$ cat src/rtl/stopwatch_pkg.sv
// Shared types and constants for the stopwatch controller and its BCD digits.
package stopwatch_pkg;

    typedef logic [3:0] bcd_t;

    typedef enum logic [1:0] {
        IDLE  = 2'd0,
        RUN   = 2'd1,
        PAUSE = 2'd2
    } sw_state_t;

    localparam bcd_t BCD_MAX = 4'd9;

endpackage

$ cat src/rtl/stopwatch_ctrl_bcd_digit.sv
// One BCD decade digit: counts 0..9 on inc, wraps 9->0, flags when it sits at 9.
// The carry into this digit is built by the controller from the at_max chain.
module bcd_digit
    import stopwatch_pkg::*;
(
    input  logic clk,
    input  logic rst,
    input  logic clr,
    input  logic inc,
    output bcd_t q,
    output logic at_max
);

    // digit register: clear wins over increment
    always_ff @(posedge clk or posedge rst) begin
        if (rst)
            q <= '0;
        else if (clr)
            q <= '0;
        else if (inc)
            q <= (q == BCD_MAX) ? 4'd0 : q + 4'd1;
    end

    assign at_max = (q == BCD_MAX);

endmodule

$ cat src/rtl/stopwatch_ctrl.sv
// Start/stop/clear stopwatch sequencer over a chain of cascaded BCD digits.
// A prescaler divides clk into count ticks; the digit carry ripples in the
// same cycle as the tick. Optional lap freeze of the displayed value is
// built only when STOPWATCH_LAP_HOLD_EN is defined.
module stopwatch_ctrl
    import stopwatch_pkg::*;
#(
    parameter int NUM_DIGITS = 4,
    parameter int TICK_DIV   = 10
) (
    input  logic                    clk,
    input  logic                    rst,
    input  logic                    start_stop,
    input  logic                    clear,
    input  logic                    lap,
    output logic [4*NUM_DIGITS-1:0] digits,
    output logic                    running,
    output logic                    overflow,
    output logic                    lap_active
);

    localparam int            PW   = (TICK_DIV > 1) ? $clog2(TICK_DIV) : 1;
    localparam logic [PW-1:0] PMAX = PW'(TICK_DIV - 1);

    sw_state_t                  state, state_nxt;
    logic [PW-1:0]              presc;
    logic                       tick;
    logic [NUM_DIGITS:0]        carry;
    logic [NUM_DIGITS-1:0]      at_max;
    bcd_t [NUM_DIGITS-1:0]      live;

    // state register
    always_ff @(posedge clk or posedge rst) begin
        if (rst)
            state <= IDLE;
        else
            state <= state_nxt;
    end

    // next state: clear beats start_stop
    always_comb begin
        state_nxt = state;
        if (clear)
            state_nxt = IDLE;
        else if (start_stop) begin
            case (state)
                IDLE:    state_nxt = RUN;
                RUN:     state_nxt = PAUSE;
                PAUSE:   state_nxt = RUN;
                default: state_nxt = IDLE;
            endcase
        end
    end

    // outputs decoded from the state register
    always_comb begin
        running = (state == RUN);
    end

    assign tick = (state == RUN) && (presc == PMAX);

    // prescaler advances only in RUN, so PAUSE keeps its phase for resume
    always_ff @(posedge clk or posedge rst) begin
        if (rst)
            presc <= '0;
        else if (clear)
            presc <= '0;
        else if (state == RUN)
            presc <= tick ? '0 : presc + 1'b1;
    end

    // ripple enables: digit i moves when tick and every lower digit is at 9
    assign carry[0] = tick;
    for (genvar i = 0; i < NUM_DIGITS; i++) begin : g_dig
        assign carry[i+1] = carry[i] & at_max[i];

        bcd_digit u_dig (
            .clk    (clk),
            .rst    (rst),
            .clr    (clear),
            .inc    (carry[i]),
            .q      (live[i]),
            .at_max (at_max[i])
        );
    end

    // sticky overflow: carry out of the top digit means all-9s wrapped to all-0s
    always_ff @(posedge clk or posedge rst) begin
        if (rst)
            overflow <= 1'b0;
        else if (clear)
            overflow <= 1'b0;
        else if (carry[NUM_DIGITS])
            overflow <= 1'b1;
    end

`ifdef STOPWATCH_LAP_HOLD_EN
    logic                  lap_q;
    bcd_t [NUM_DIGITS-1:0] cap;

    // lap toggles the freeze; capture the live value seen on the turn-on edge
    always_ff @(posedge clk or posedge rst) begin
        if (rst) begin
            lap_q <= 1'b0;
            cap   <= '0;
        end else if (clear) begin
            lap_q <= 1'b0;
        end else if (lap && !start_stop && state != IDLE) begin
            lap_q <= !lap_q;
            if (!lap_q)
                cap <= live;
        end
    end

    assign lap_active = lap_q;
    assign digits     = lap_q ? cap : live;
`else
    logic unused_lap;

    assign unused_lap = lap;
    assign lap_active = 1'b0;
    assign digits     = live;
`endif

endmodule

$ cat config.mk
export PLATFORM = sky130hd
export DESIGN_NAME = stopwatch_ctrl
export DESIGN_NICKNAME = d
export VERILOG_FILES = /design/src/rtl/stopwatch_pkg.sv /design/src/rtl/stopwatch_ctrl_bcd_digit.sv /design/src/rtl/stopwatch_ctrl.sv
export SDC_FILE = /design/constraint.sdc
export NUM_CORES = 1
export LEC_CHECK = 0
export CAP_MARGIN = 20
export CORE_ASPECT_RATIO = 1.4
export CORE_UTILIZATION = 40
export DETAILED_ROUTE_END_ITERATION = 8
export PLACE_DENSITY = 0.68
export SETUP_SLACK_MARGIN = 0.4
export SLEW_MARGIN = 20
export SYNTH_ARGS = -nofsm -noshare
export SYNTH_HDL_FRONTEND = slang
export SYNTH_SLANG_ARGS = --single-unit
$ cat constraint.sdc
create_clock -name clk -period 3 [get_ports clk]
set_clock_uncertainty 0.2 [all_clocks]
set_input_delay 0.3 -clock clk [delete_from_list [all_inputs] [get_ports clk]]
set_output_delay 0.3 -clock clk [all_outputs]
set_load 0.01 [all_outputs]
Yosys cells after proc, flatten, opt, wreduce, memory -nomap -nowiden. Index checks and enable logic that the tools add are counted.

Flip-flop bits (word level): 23. Input port bits: 5. Output and inout port bits: 19.

Add/sub/neg operators: 5. Equality and inequality tests: 7. Muxes and demuxes: 20. Bitwise gates (word level): 4. Reductions and logical operators: 10.

Operators with widths (number): $mux W4 (15); $add A4 B1 Y4 const B (5); $eq A4 B4 Y1 const B (5); $reduce_bool A2 Y1 (7); $and A1 B1 Y1 (4); $mux W2 (2); $pmux W2 S2 (1); $eq A2 B1 Y1 const B (1); $eq A2 B2 Y1 const B (1); $logic_not A2 Y1 (1); $mux W1 (2); $reduce_or A2 Y1 (1); $logic_and A1 B1 Y1 (1).

Longest topological paths before layout.
Depth in word-level cells: 8. Gate-level depth with buffers: 7. Gate-level depth less buffers: 6.

Modules after synthesis. From an unflattened synthesis, not the netlist that was laid out.

Cells, all modules: 148. Area, all modules: 1390.1 um^2.

By module, submodules not included: bcd_digit (times used 4, cells an instance 26, area an instance 246.5 um^2, seq. area each 100.1 um^2); stopwatch_ctrl (times used 1, cells an instance 44, area an instance 404.1 um^2, seq. area each 175.2 um^2).

Least setup slack after synthesis. Ideal clock, no wire load.

Path type: register to register. Start point: register presc[1]. End point: register g_dig[2].u_dig.q[2]. Library setup time: 125 ps. Arrival: 1854 ps. Data required time: 2675 ps. Setup slack: 821 ps. Stages on the path, launching flop included: 8. Path buffers: 1. Period minus slack after synthesis: 2179 ps. Cells stage by stage: dfrtp_1 -> inv_1 -> ha_1 -> buf_4 -> nand4b_2 -> or4_4 -> or2_0 -> mux2_4.

Cells in the longest elaborated chain, start to end: 5.

RTL lines: from (decl) (line stopwatch_ctrl.sv:26) `logic [PW-1:0] presc;`; from (signal assigned) (line stopwatch_ctrl.sv:69) `presc <= tick ? '0 : presc + 1'b1;`; $eq A4 B4 Y1 (line stopwatch_ctrl.sv:60) `assign tick = (state == RUN) && (presc == PMAX);`; $logic_and A1 B1 Y1 (line stopwatch_ctrl.sv:60); $and A1 B1 Y1 (2 in series) (line stopwatch_ctrl.sv:75) `assign carry[i+1] = carry[i] & at_max[i];`; $reduce_bool A2 Y1 (no source line); to (signal assigned) (line stopwatch_ctrl_bcd_digit.sv:21) `q <= (q == BCD_MAX) ? 4'd0 : q + 4'd1;`; to (decl) (line stopwatch_ctrl_bcd_digit.sv:10) `output bcd_t q,`.

Every way passes these cells. A chain may end at the register's enable or synchronous reset.

Final worst setup path. Same ends and word-level chain as after synthesis.

==> results_dict.tcl <==
set metrics [dict create \
    worstReg2RegEnd "g_dig[2].u_dig.q[2]" \
    synth_ff_type "dfrtp_1" \
    cts.htree.levels 1 \
    whs_path_depth 2 \
    netlist_top_cells_area "dfrtp_1 (42%), ha_1 (7.4%), nor2_1 (5.5%)" \
    detail-route-antenna-nets 0 \
    num_rows 24 \
    pwr_density_cell_nw_per_um2 341 \
    most_common_cell_after_layout_fill_and_taps_aside "dfrtp_1" \
    crit_buf_inv 1 \
    dp_hpwl_um 1910 \
    cts_root_buffer "clkbuf_8" \
    path_cells "inv_1, ha_1, nand4b_2, or4_4, or2_0, mux2_4" \
    slew_headroom_pct 40.8 \
    unrepaired_setup_endpoints_after_global_routing "no" \
    cts_buffers 3 \
    ctsLongestPathBuffers 2 \
    hold_path_end "overflow" \
    syn2layout_area_growth_pct 20.5 \
    port_buffers 21 \
    r2r_setup_slk_ns 0.56 \
    synth_top_area_cell "dfrtp_1" \
    worstPathArrival_ns 2.40 \
    num_vias 1068 \
    cell_family_with_most_cp_delay "simple AND/OR/NAND/NOR gates" \
    track_usage_pct 16.1 \
    critical_path.startpoint "presc[1]" \
    gp_routability_congestion 0.793 \
    timing.critical_path.from_type "flop" \
    combinationalPowerShare_pct 8.0 \
    numClockSinks 23 \
    synth.top_cell.area_share_pct 42.3 \
    worstPathRequired_ns 2.95 \
    grt_max_degree 24 \
    power.share.clock_pct 34.6 \
    layout.cells.most_common_list "dfrtp_1 (23), clkdlybuf4s50_1 (21), nor2_1 (20)" \
    core_um2 3180 \
    worstPathMaxFanout 9 \
    switching_power_w 0.000135 \
    globalRouteOverflowTotal 0 \
    r2r-start "presc[1]" \
    clkLatencyLatePin_ns 0.26 \
    max_stage_delay_ns 0.54 \
    floorplan.initialDensity_pct 42.8 \
    crit_path_category "reg -> reg" \
    yosys_register_bits 23 \
    postLayoutCoreUtil_pct 51.5 \
    drt_wl_total_um 2630 \
    fin_crit_period_ns 2.44 \
    synthCells 138 \
    fp.dieArea_um2 3640 \
    critical_path_end_type "flop" \
    share_seq_of_total_power_pct 57.4 \
    n_antenna_cell 0 \
    async_flop_share_pct 100 \
    cap_violations 0 \
    critical_path.slowest_cell "or4_4" \
    synth.cell_area_um2 1360 \
    syn_nets 151 \
    die_w_um 51.3 \
    warnings_synthesis 0 \
    intPower_w 0.000425 \
    worst_pin_slew_ns 0.888 \
    power.share.switching_pct 24.1 \
    power.leakage_nw 0.713 \
    via_count_of_the_first_global_routing_pass 1051 \
    drt_first_iter_violations 19 \
    post_route_cells_drive_above_1_share_pct 9.55 \
    holdBufCountCts 0 \
    reg_clk_slew_reported_paths_ns 0.08 \
    grt_first_pass_wirelength_um 4590 \
    outcome "completed" \
    synth-edff-count 0 \
    cts_tree "built" \
    hold_fails_final_rpt 0 \
    synth_cell_type_count 40 \
    post-route-drc-count 0 \
    layout_nets 171 \
    fin_crit_sh_pct 81.4 \
    max_freq_mhz 409 \
    drt_first_pass_iters 4 \
    slew_violations 0 \
    ir_drop_mv 0.267 \
    syn-mean-instance-area_um2 9.86 \
    finalSetupViolCount 0 \
    setup-tns-final_ns 0 \
    die_h_um 71.0 \
    grt_antenna_before_repair 0 \
    cts.repair_timing.setup_buffer_count 0 \
    hold_path.startpoint "overflow" \
    cts_repair_resize_count 0 \
    io-pin-count 24 \
    timing.reg2reg.worst_path_depth 6 \
    detail_route.wl_per_cell_um 13.4 \
    min-delay-path-class "reg -> reg" \
    vias_per_inst 5.45 \
    yosysSeqAreaShare_pct 42.3 \
]
## worst max path at each step
stage                          end  slack, ns  depth (start not counted)
5_1_grt        g_dig[2].u_dig.q[2]       0.44                          6
4_1_cts        g_dig[2].u_dig.q[2]       0.56                          6
6_report       g_dig[2].u_dig.q[2]       0.56                          6
3_3_place_gp   g_dig[2].u_dig.q[2]       0.66                          6
3_5_place_dp   g_dig[2].u_dig.q[2]       0.58                          6
2_1_floorplan  g_dig[2].u_dig.q[2]       0.82                          7
## sequential cells by signal, indices dropped and copies added (netlist names)
| name | count |
|---|---|
| g_dig.u_dig.q | 16 |
| overflow | 1 |
| presc | 4 |
| state | 2 |
## worst reg2reg max path, cell delays in order (launching register included)
cell and delay (ns):
dfrtp_1 0.41, inv_1 0.09, ha_1 0.33, nand4b_2 0.20, or4_4 0.54, or2_0 0.25
mux2_4 0.31
## cells in the mapped netlist, types with 3 or more instances
cell / number
dfrtp_1: 23
nor2_1: 20
a21oi_1: 10
ha_1: 8
inv_1: 8
mux2i_1: 6
clkbuf_1: 5
nor3_1: 5
and3b_1: 4
nand3_1: 4
a31o_2: 3
buf_4: 3
nand2_1: 3
nor2b_1: 3
xnor2_1: 3
xor2_1: 3
## metrics by stage
step                worst slack [ns]  hold WS, ns  area [µm²]  instances  power, W
floorplan                      0.821        0.102        1360        138  0.000360
global placement               0.662        0.277        1590        192  0.000371
detailed placement             0.580        0.293        1590        192  0.000373
CTS                            0.557        0.316        1640        196  0.000568
global route                   0.444        0.372        1640        196  0.000585
finish                         0.557        0.303        1640        196  0.000560
## layer usage
layer	share of wire (%)	vias up	track usage (%)	routed length [µm]
met2	52	17	27.6	1350
met4	0	0	3.60	0
met1	46	534	21.2	1200
met3	2.8	0	2.58	73
li1	-	517	-	-
met5	0	-	0	0
## kinds of logic after synthesis
family	synth area share, %
AOI/OAI and AO/OA	9.93
xor gates and xnor gates	3.86
adders and majority gates	7.35
buffers and inverters	5.24
DFF	42.3
muxes	5.51
other	0.275
and+or+nand+nor	25.6
## power groups by stage
stage	Clock [W]	Sequential (W)	Combinational (W)
2_1_floorplan	0	0.000325	0.0000347
3_3_place_gp	0	0.000326	0.0000445
3_5_place_dp	0	0.000327	0.0000459
4_1_cts	0.000201	0.000321	0.0000462
5_1_grt	0.000212	0.000322	0.0000513
6_report	0.000194	0.000321	0.0000447
## area by class of cell
type | count | area, µm²
clock inverters | 1 | 5.00
multi-input cells | 99 | 714
clock buffers | 3 | 41.3
flip-flops and latches | 23 | 576
fillers | 315 | 1540
repair buffers | 23 | 225
inverters | 8 | 30.0
well taps | 39 | 48.8
(Power assumes the default switching activity.)
